### config.mk
export PLATFORM = sky130hd
export DESIGN_NAME = memory_request_unit
export DESIGN_NICKNAME = d
export VERILOG_FILES = /design/src/rtl/memory_request_unit.sv
export SDC_FILE = /design/constraint.sdc
export NUM_CORES = 1
export LEC_CHECK = 0
export BUFFER_PORTS_ARGS = -buffer_cell sky130_fd_sc_hd__buf_2
export CAP_MARGIN = 30
export CORE_MARGIN = 2
export CORE_UTILIZATION = 44
export DETAILED_ROUTE_END_ITERATION = 10
export PLACE_DENSITY = 0.79
export SLEW_MARGIN = 15
export SYNTH_ARGS = -nofsm -noshare
export SYNTH_HDL_FRONTEND = slang
export SYNTH_SLANG_ARGS = --single-unit
### constraint.sdc
create_clock -name CLK -period 4.95 [get_ports CLK]
set_clock_uncertainty 0.2 [all_clocks]
set_input_delay 0.495 -clock CLK [delete_from_list [all_inputs] [get_ports CLK]]
set_output_delay 0.495 -clock CLK [all_outputs]
set_load 0.05 [all_outputs]
### src/rtl/memory_request_unit.sv
// Memory request sequencer: fetch/data handshake with the caches, PC-advance strobe, LL/SC link register.
// Build option: define LINK_SNOOP_EN to let coherence invalidates clear a matching link (multicore build).
//
// state | meaning
// FETCH | instruction read outstanding; retire non-memory instructions and failed SCs on ihit
// DATA  | data read/write outstanding until dhit
// HALT  | core stopped; only reset leaves

module memory_request_unit #(
  parameter int ADDR_W   = 32,
  parameter int WORD_LSB = 2
) (
  input  logic              CLK,
  input  logic              RST,
  input  logic              ihit,
  input  logic              dhit,
  input  logic              dR_REQ,
  input  logic              dW_REQ,
  input  logic              datomic,
  input  logic              halt,
  input  logic [ADDR_W-1:0] dmemaddr,
  input  logic              ccinv,
  input  logic [ADDR_W-1:0] ccsnoopaddr,
  output logic              imemREN,
  output logic              dmemREN,
  output logic              dmemWEN,
  output logic              pc_en,
  output logic              sc_result,
  output logic              link_valid,
  output logic              halted
);

  typedef enum logic [1:0] {FETCH, DATA, HALT} state_t;

  state_t                     state_q, state_d;
  logic                       dmem_ren_q, dmem_ren_d;
  logic                       dmem_wen_q, dmem_wen_d;
  logic                       atomic_q, atomic_d;
  logic                       halted_q, halted_d;
  logic                       link_valid_q, link_valid_d;
  logic [ADDR_W-1:WORD_LSB]   link_addr_q, link_addr_d;

  logic link_ok;
  logic ll_done;
  logic sc_retire;
  logic snoop_link_hit;
  logic snoop_new_hit;

  assign link_ok = link_valid_q && (link_addr_q == dmemaddr[ADDR_W-1:WORD_LSB]);

`ifdef LINK_SNOOP_EN
  // snoop_new_hit lets an invalidate beat an LL completing in the same cycle
  assign snoop_link_hit = ccinv && link_valid_q &&
                          (link_addr_q == ccsnoopaddr[ADDR_W-1:WORD_LSB]);
  assign snoop_new_hit  = ccinv &&
                          (dmemaddr[ADDR_W-1:WORD_LSB] == ccsnoopaddr[ADDR_W-1:WORD_LSB]);
  logic unused_bits;
  assign unused_bits = ^{dmemaddr[WORD_LSB-1:0], ccsnoopaddr[WORD_LSB-1:0]};
`else
  assign snoop_link_hit = 1'b0;
  assign snoop_new_hit  = 1'b0;
  logic unused_bits;
  assign unused_bits = ^{dmemaddr[WORD_LSB-1:0], ccinv, ccsnoopaddr};
`endif

  always_comb begin
    state_d    = state_q;
    dmem_ren_d = dmem_ren_q;
    dmem_wen_d = dmem_wen_q;
    atomic_d   = atomic_q;
    halted_d   = halted_q;
    pc_en      = 1'b0;
    sc_result  = 1'b0;
    ll_done    = 1'b0;
    sc_retire  = 1'b0;

    case (state_q)
      FETCH: begin
        if (ihit) begin
          if (halt) begin
            state_d  = HALT;
            halted_d = 1'b1;
          end else if (dR_REQ || dW_REQ) begin
            if (dW_REQ && datomic && !link_ok) begin
              // SC without a live matching link retires immediately as a failure
              pc_en     = 1'b1;
              sc_retire = 1'b1;
            end else begin
              state_d    = DATA;
              dmem_ren_d = dR_REQ;
              dmem_wen_d = dW_REQ;
              atomic_d   = datomic;
            end
          end else begin
            pc_en = 1'b1;
          end
        end
      end
      DATA: begin
        if (dhit) begin
          pc_en      = 1'b1;
          state_d    = FETCH;
          dmem_ren_d = 1'b0;
          dmem_wen_d = 1'b0;
          ll_done    = atomic_q && dmem_ren_q;
          sc_retire  = atomic_q && dmem_wen_q;
          sc_result  = atomic_q && dmem_wen_q;
        end
      end
      HALT: begin
        state_d = HALT;
      end
      default: begin
        state_d = FETCH;
      end
    endcase

    link_valid_d = link_valid_q;
    link_addr_d  = link_addr_q;
    if (snoop_link_hit) link_valid_d = 1'b0;
    if (sc_retire)      link_valid_d = 1'b0;
    if (ll_done) begin
      link_valid_d = !snoop_new_hit;
      link_addr_d  = dmemaddr[ADDR_W-1:WORD_LSB];
    end
  end

  always_ff @(posedge CLK) begin
    if (RST) begin
      state_q      <= FETCH;
      dmem_ren_q   <= 1'b0;
      dmem_wen_q   <= 1'b0;
      atomic_q     <= 1'b0;
      halted_q     <= 1'b0;
      link_valid_q <= 1'b0;
      link_addr_q  <= '0;
    end else begin
      state_q      <= state_d;
      dmem_ren_q   <= dmem_ren_d;
      dmem_wen_q   <= dmem_wen_d;
      atomic_q     <= atomic_d;
      halted_q     <= halted_d;
      link_valid_q <= link_valid_d;
      link_addr_q  <= link_addr_d;
    end
  end

  assign imemREN    = (state_q == FETCH);
  assign dmemREN    = dmem_ren_q;
  assign dmemWEN    = dmem_wen_q;
  assign link_valid = link_valid_q;
  assign halted     = halted_q;

endmodule

* After elaboration in Yosys (flattened, before gate mapping)
Cells that the tools add are included.
** Word-level totals
- Bits in registers :: 37
- Logic and storage cells :: 66
** Operators by class
- Eq/ne operators :: 10
- Multiplexer cells :: 33
- Bitwise gates (word level) :: 2
- Reduce and logical (&&, ||, !) cells :: 14
** Operators with widths (count)
- $eq A30 B30 Y1 :: 1
- $mux W1 :: 23
- $mux W2 :: 5
- $ne A2 B2 Y1 const B :: 4
- $pmux W1 S2 :: 4
- $pmux W2 S3 :: 1
- $reduce_and A6 Y1 :: 1
- $logic_and A1 B1 Y1 :: 5
- $reduce_and A5 Y1 :: 1
- $reduce_and A4 Y1 :: 1
- $reduce_bool A2 Y1 :: 2
- $ne A3 B2 Y1 const B :: 1
- $ne A3 B3 Y1 const B :: 1
- $reduce_and A3 Y1 :: 1
- $eq A2 B1 Y1 const B :: 1
- $eq A2 B2 Y1 const B :: 1
- $logic_not A2 Y1 :: 1
- $ne A2 B1 Y1 const B :: 1
- $not A1 Y1 :: 2
- $logic_not A1 Y1 :: 1
- $logic_or A1 B1 Y1 :: 1

* Logic depth before layout (Yosys ltp)
Gate-level depths: netlist of the first run.
- Word-level depth :: 11
- Mapped depth :: 6

* Worst setup path after synthesis of the first run
No wires, ideal clock.
- Kind :: flip-flop to output port
- Start point :: reg state_q[0]
- End point :: out pc_en
- Path slack :: 1.760 ns
- Data arrival time :: 2.495 ns
- Buffers on the path :: 0
- Cell stages (with the launch flop) :: 4
- Path through :: dfxtp_1 nor2_1 nand3b_1 o21ai_0
** Between the ends
- Longest elaborated chain between the ends :: 2
- Elaborated cells between the ends (all ways) :: 3
- Those cells by class :: 1 x eq/ne; 1 x mux; 1 x reduce/logical
** RTL lines
- start, declared :: line 35 : state_t state_q, state_d;
- start signal, assigned :: line 138 : state_q <= state_d;
- $logic_not A2 Y1
- net imemREN :: line 24 : output logic imemREN,
- $pmux W1 S2 :: line 77 : case (state_q)
- end, declared :: line 27 : output logic pc_en,
The timed path passes the listed nets, and every way through them passes these cells.

* Worst setup path after layout of the first run
- Start point :: reg link_addr_q[21] in the netlist's numbering
- End point :: out pc_en
** Between the ends
- Longest elaborated chain between the ends :: 9
** RTL lines
- start, declared :: line 41 : logic [ADDR_W-1:WORD_LSB] link_addr_q, link_addr_d;
- start signal, assigned :: line 144 : link_addr_q <= link_addr_d;
- $eq A30 B30 Y1 :: line 49 : assign link_ok = link_valid_q && (link_addr_q == dmemaddr[ADDR_W-1:WORD_LSB]);
- $logic_and A1 B1 Y1 :: line 49
- $logic_not A1 Y1 :: line 84 : if (dW_REQ && datomic && !link_ok) begin
- $logic_and A1 B1 Y1 :: line 84
- $mux W1 :: line 84
- $mux W1 :: line 83 : end else if (dR_REQ || dW_REQ) begin
- $mux W1 :: line 80 : if (halt) begin
- $mux W1 :: line 79 : if (ihit) begin
- $pmux W1 S2 :: line 77
Every way passes these cells.

==> impl_results.md, run 1 <==
- Final period utilization: 58.3%
- VDD IR max: 0.166 mV
- Worst r2r dst: dmemREN
- Crit path required time: 4260 ps
- CP max-delay cell: or4_4
- Worst setup margin: 2060 ps
- RSZ-0062 raised after global routing: false
- Reg2reg setup slack: 2970 ps
- Largest net degree at the start of global routing: 36
- CP arrival: 2190 ps
- Rows: 22
- Post-synthesis sequential area ratio: 42.5%
- Number of inserted diodes: 0
- Ratio of cells with drive above 1 in the final layout: 22.7%
- Number of global-route vias before repair: 1453
- Startpoint type of the worst setup path: flip-flop
- Fin util: 55.5%
- DR WL/cell: 12.2 µm
- WL final: 3750 µm
- Status: finished clean
- Cells after synthesis: 216
- Placeable Area: 3740 µm²
- Total gr overflow: 0
- Root Buffer: clkbuf_8
- Drt first pass iters: 4
- CP max stage delay: 570 ps
- Gr usage total: 18.5%
- Max Slew Vio Count: 0
- Worst Path Buf+Inv: 1
- HPWL Detailed: 2720 µm
- Via count: 1573
- Routed Antenna Nets: 0
- Total negative slack: 0 ps
- Min Clock Period, post-route: 2890 ps
- Routability Congestion: 0.799
- Hold Path Class: in -> reg
- Worst setup EP type: primary output
- Clk_lat worst skew: 290 ps
- Worst hold stages: 3
- Setup WS pre-CTS: 2100 ps
- Die height: 66.9 µm
- Leakage: 0.822 nW
- Initial antenna violation count: 0
- Layout area overhead: 19.2%
- Num ports: 80
- Post-CTS resize count: 0
- Mapped Nets: 289
- CTS tree: yes
- Critical path cell sequence: xnor2_1, nand4_1, or4_4, o211ai_4, o21a_1, o21ai_0, buf_2
- Post-CTS setup buffer count: 0
- Power Density: 275 nW/µm²
- Die Area: 4480 µm²
- Vias per std cell: 5.11
- Commonest non-fill, non-tap cells in the layout: 64 x nand2_1, 44 x buf_2, 37 x dfxtp_1
- Clk sink count: 37
- DR DRC count: 0
- R2r startpoint: link_addr_q[21]
- # hold bufs at CTS: 0
- TritonCTS Buffers: 5
- Nets: 332
- Max-cap violation count: 0
- First-pass GRT wire length: 6080 µm
- DIE WIDTH: 66.9 µm
- Fmax: 346 MHz
- CP delay by family, top: simple AND/OR/NAND/NOR gates
- Iter 0 DRT Violations: 52
- Actual slew at the worst max-slew pin: 659 ps
- Critical path type: reg -> out
- PortBufs: 44
- Clk slew on worst S/H paths: 70 ps
- Unique masters post-synth: 31
- Maximum fanout along the worst path: 7
- Clock Tree Buf Depth: 2
- Cell Area, Synth: 1740 µm²
- H-tree levels: 2
- Max-slew headroom: 56.1%
- Hold Fails Final Rpt: 0
- #FFs+latches synth: 37
- Final setup vio count: 0
- Initial Utilization: 46.6%
- YS warnings: 0
- Synth Area per Inst: 8.07 µm²
- Min-Delay Startpoint: dmemaddr[23]
- Commonest non-fill, non-tap cell in the layout: nand2_1
- Endpoint, Worst Hold: link_addr_q[23]
- FF-to-FF path depth: 6
## per-stage QoR
stage | hold WS, ps | instance area, µm² | instances | total power, mW
after detailed placement | 259 | 2000 | 300 | 0.372
after global routing | 243 | 2080 | 308 | 0.595
after floorplan | 245 | 1740 | 216 | 0.343
after global placement | 251 | 1980 | 299 | 0.371
after CTS | 244 | 2080 | 308 | 0.574
final | 250 | 2080 | 308 | 0.571
## where the power goes
part	total, mW	switching (mW)	internal, mW
registers	0.303	0.00262	0.300
logic	0.0621	0.0377	0.0244
clock network	0.206	0.108	0.0975
total	0.571	0.149	0.422
## worst max-delay path by stage
stage / start / to / slack [ps] / depth (start not counted)
CTS: link_addr_q[21] / pc_en / 2050 / 7
global route: link_addr_q[6] / pc_en / 1940 / 7
finish: link_addr_q[21] / pc_en / 2060 / 7
detailed placement: dmemaddr[14] / pc_en / 2100 / 8
floorplan: state_q[0] / pc_en / 1760 / 3
global placement: dmemaddr[16] / pc_en / 2100 / 8
## worst reg2reg max path, cell delays in order (launching register included)
cell	delay, ps
dfxtp_1	320
xnor2_1	170
nand4_1	110
or4_4	570
o211ai_4	290
a41oi_1	170
nand2_1	100
## registers in the layout (all words and copies together), names as in the netlist
register     cells
state_q          2
dmemREN          1
link_valid       1
link_addr_q     30
atomic_q         1
halted           1
dmemWEN          1
## cell usage after synthesis
| master | number | area share, % |
|---|---|---|
| nand3_1 | 2 | 0.57 |
| clkbuf_1 | 7 | 1.5 |
| or4_4 | 1 | 0.65 |
| nor4b_1 | 1 | 0.50 |
| o31ai_1 | 1 | 0.43 |
| nand2_1 | 64 | 14 |
| xor2_1 | 15 | 7.5 |
| o211ai_2 | 1 | 0.72 |
| o21ai_0 | 2 | 0.57 |
| a21o_2 | 2 | 1.0 |
| and3_1 | 2 | 0.72 |
| nor2_1 | 6 | 1.3 |
| nor3_1 | 2 | 0.57 |
| a21oi_1 | 33 | 9.5 |
| a31oi_1 | 1 | 0.36 |
| nand4_1 | 7 | 2.5 |
| dfxtp_1 | 37 | 42 |
| inv_1 | 2 | 0.43 |
| nand3b_1 | 1 | 0.43 |
| a21oi_2 | 1 | 0.50 |
| and4_1 | 1 | 0.50 |
| a41oi_1 | 2 | 1.0 |
| clkbuf_4 | 1 | 0.43 |
| buf_2 | 1 | 0.29 |
| nor2b_1 | 1 | 0.36 |
| buf_6 | 1 | 0.65 |
| xnor2_1 | 15 | 7.5 |
| o211ai_4 | 1 | 1.2 |
| o21a_1 | 1 | 0.43 |
| nor4_1 | 3 | 1.1 |
| and2b_1 | 1 | 0.43 |
## per-layer routing
| metal | track usage [%] | part of all wire (%) | wire (µm) |
|---|---|---|---|
| met4 | 9.18 | 1.9 | 72 |
| met3 | 4.90 | 5.5 | 208 |
| met1 | 20.1 | 44 | 1630 |
| met5 | 0 | 0 | 0 |
| met2 | 32.9 | 49 | 1830 |
## cell type report
cell class                      count  area, µm²
Clock buffer                        6       72.6
Clock inverter                      2       10.0
Fill cell                         355       1670
Inverter                            2       7.51
Multi-Input combinational cell    167        945
Sequential cell                    37        741
Tap cell                           48       60.1
Timing Repair Buffer               46        243
## logic make-up after synthesis
logic type | share of synthesized area (%)
buffers and inverters | 3.30
DFF | 42.5
and+or+nand+nor | 23.4
AOI/OAI and AO/OA | 15.7
xor gates and xnor gates | 15.1
Power figures use the tool's default switching activity.
==> inputs of run 2 (changes only) <==
- CORE_UTILIZATION: 44 -> 42
- clock period: 4.95 -> 2.54 ns (I/O delays scaled with it)
==> run 2 against run 1 <==
Worst setup slack worse by 2000 ps. Register-to-register slack worse by 2400 ps. Die area up 4.5%. Final cell count up 1.3%. Largest power group unchanged.
==> impl_results.md, run 2 (synthesis gave the netlist of run 1 again) <==
- Status: finished clean
- Critical Path Stages: 7 (unchanged)
- Max-cap violation count: 0 (unchanged)
- Reg power frac: 53.1% (about the same)
- Gr usage total: 17.7% (-0.78 points)
- Gate power share: 11.5% (+0.6 points)
- Critical path type: reg -> out
- CTS tree: yes
- CP max stage delay: 550 ps (-20 ps)
- RSZ-0062 raised after global routing: false
- Filler cell count: 384 (+8.2%)
- Min Clock Period, post-route: 2430 ps
- Psw: 282 µW (+90%)
- Iter 0 DRT Violations: 68 (+31%)
- Number of global-route vias before repair: 1448 (-0.34%)
- Drt first pass iters: 4 (unchanged)
- First-pass GRT wire length: 6160 µm (+1.4%)
- Vias per std cell: 5.04 (-1.3%)
- Layout area overhead: 22.1%
- Fmax: 412 MHz
- Final period utilization: 95.6%
- HPWL Detailed: 2630 µm (-3.5%)
- Top Registers: link_addr_q: 30 flops, state_q: 2 flops
- Placeable Area: 4000 µm² (+6.9%)
- Via count: 1573 (unchanged)
- Die height: 68.4 µm (+2.2%)
- Startpoint type of the worst setup path: flip-flop
- Biggest register: link_addr_q
- Max Slew Vio Count: 0 (unchanged)
- Routed Antenna Nets: 0 (unchanged)
- Maximum fanout along the worst path: 2 (-5)
- Hold Path Class: in -> reg
- Crit path required time: 2090 ps (-2170 ps)
- DR WL/cell: 11.6 µm (-4.5%)
- PortBufs: 44 (unchanged)
- Power Density: 522 nW/µm² (+90%)
- Root Buffer: clkbuf_8
- Clk slew on worst S/H paths: 70 ps (about the same)
- Initial Utilization: 43.6% (-3.0 points)
- CP delay by family, top: simple AND/OR/NAND/NOR gates
- Initial antenna violation count: 0 (unchanged)
- Rows: 23 (+4.5%)
- Routability Congestion: 0.795 (-0.55%)
- Hold Fails Final Rpt: 0 (unchanged)
- Ratio of cells with drive above 1 in the final layout: 27.1% (+4.4 points)
- VDD IR max: 0.264 mV (+59%)
- Post-CTS setup buffer count: 0 (unchanged)
- Clk sink count: 37 (unchanged)
- WL final: 3630 µm (-3.3%)
- Leakage: 0.848 nW (+3.1%)
- Num ports: 80 (unchanged)
- Nets: 334 (+0.60%)
- Clock Tree Buf Depth: 2 (unchanged)
- CP arrival: 1970 ps (-220 ps)
- Largest net degree at the start of global routing: 35 (-2.8%)
- Clock share of power: 35.4% (-0.7 points)
- # hold bufs at CTS: 0 (unchanged)
- Critical path cell sequence: xnor2_1, nand4_1, or4_4, o211ai_4, o21a_1, o21ai_2, buf_6
- H-tree levels: 2 (unchanged)
- Worst setup EP type: primary output
- Final setup vio count: 0 (unchanged)
- Commonest non-fill, non-tap cell in the layout: nand2_1
- Setup WS pre-CTS: 277 ps (-1820 ps)
- Worst hold stages: 3 (unchanged)
- Clk_lat worst skew: 290 ps (about the same)
- Largest register FFs: 30 (unchanged)
- Commonest non-fill, non-tap cells in the layout: 64 x nand2_1, 43 x buf_2, 33 x a21oi_1
- Number of inserted diodes: 0 (unchanged)
- Total gr overflow: 0 (unchanged)
- TritonCTS Buffers: 5 (unchanged)
- Worst setup margin: 111 ps (-1950 ps)
- CP max-delay cell: or4_4
- DIE WIDTH: 68.4 µm (+2.2%)
- FF-to-FF path depth: 7 (+1)
- Die Area: 4680 µm² (+4.5%)
- DR DRC count: 0 (unchanged)
- Cell internal pwr: 828 µW (+96%)
- Sw Ratio: 25.4% (-0.61 points)
- Max-slew headroom: 72.9% (+17 points)
- Total negative slack: 0 ps (unchanged)
- Worst Path Buf+Inv: 1 (unchanged)
- Actual slew at the worst max-slew pin: 401 ps (-258 ps)
## run 2: cell type report
cell class,count,area [µm²],share of cell area [%]
inverters,2,7.51,0.353
repair buffers,48,256,12.1
well taps,50,62.6,2.94
flip-flops and latches,37,748,35.2
multi-input cells,167,971,45.6
clock buffers,6,72.6,3.41
clock inverters,2,10.0,0.470
## run 2: repair_timing
item | 4_1_cts | 5_1_grt
resized for setup | 0 | 12
endpoints found under the setup margin | 0 | 1
hold endpoints to repair | 0 | 0
## run 2: worst paths after layout
path	startpoint	endpoint	slack, ps
worst max-delay path	link_addr_q[13]	pc_en	110
worst min-delay path	dmemaddr[17]	link_addr_q[17]	9
worst max register to register	link_addr_q[13]	link_valid	560
worst min register to register	halted	halted	260
## run 2: per-layer routing
metal / vias up / part of all wire, % / global-route usage (%)
met5: - / 0 / 0
met4: 0 / 2.1 / 8.75
met2: 43 / 48 / 28.5
li1: 813 / - / -
met1: 710 / 44 / 20.6
met3: 7 / 5.6 / 6.58
## run 2: tightest hold or removal path, cell delays in order
cell and delay (ps):
buf_2 110, nand2_1 50, a21oi_1 50
## run 2: through the flow
| step | utilization (%) | power (mW) | hold slack, ps | area [µm²] | instances |
|---|---|---|---|---|---|
| 6_report | 53.2 | 1.11 | 9.18 | 2130 | 312 |
| 5_1_grt | 53.2 | 1.17 | 10.3 | 2130 | 312 |
| 3_3_place_gp | 50.2 | 0.726 | 251 | 2010 | 304 |
| 4_1_cts | 52.3 | 1.12 | 0.314 | 2090 | 312 |
| 2_1_floorplan | - | 0.670 | 186 | 1750 | 216 |
| 3_5_place_dp | 50.2 | 0.728 | 248 | 2010 | 304 |
## run 2: power groups by stage
stage	clock network, mW	logic [mW]	registers (mW)
global placement	0	0.123	0.603
global route	0.440	0.140	0.591
floorplan	0	0.0586	0.612
finish	0.393	0.127	0.590
CTS	0.410	0.125	0.590
detailed placement	0	0.124	0.603
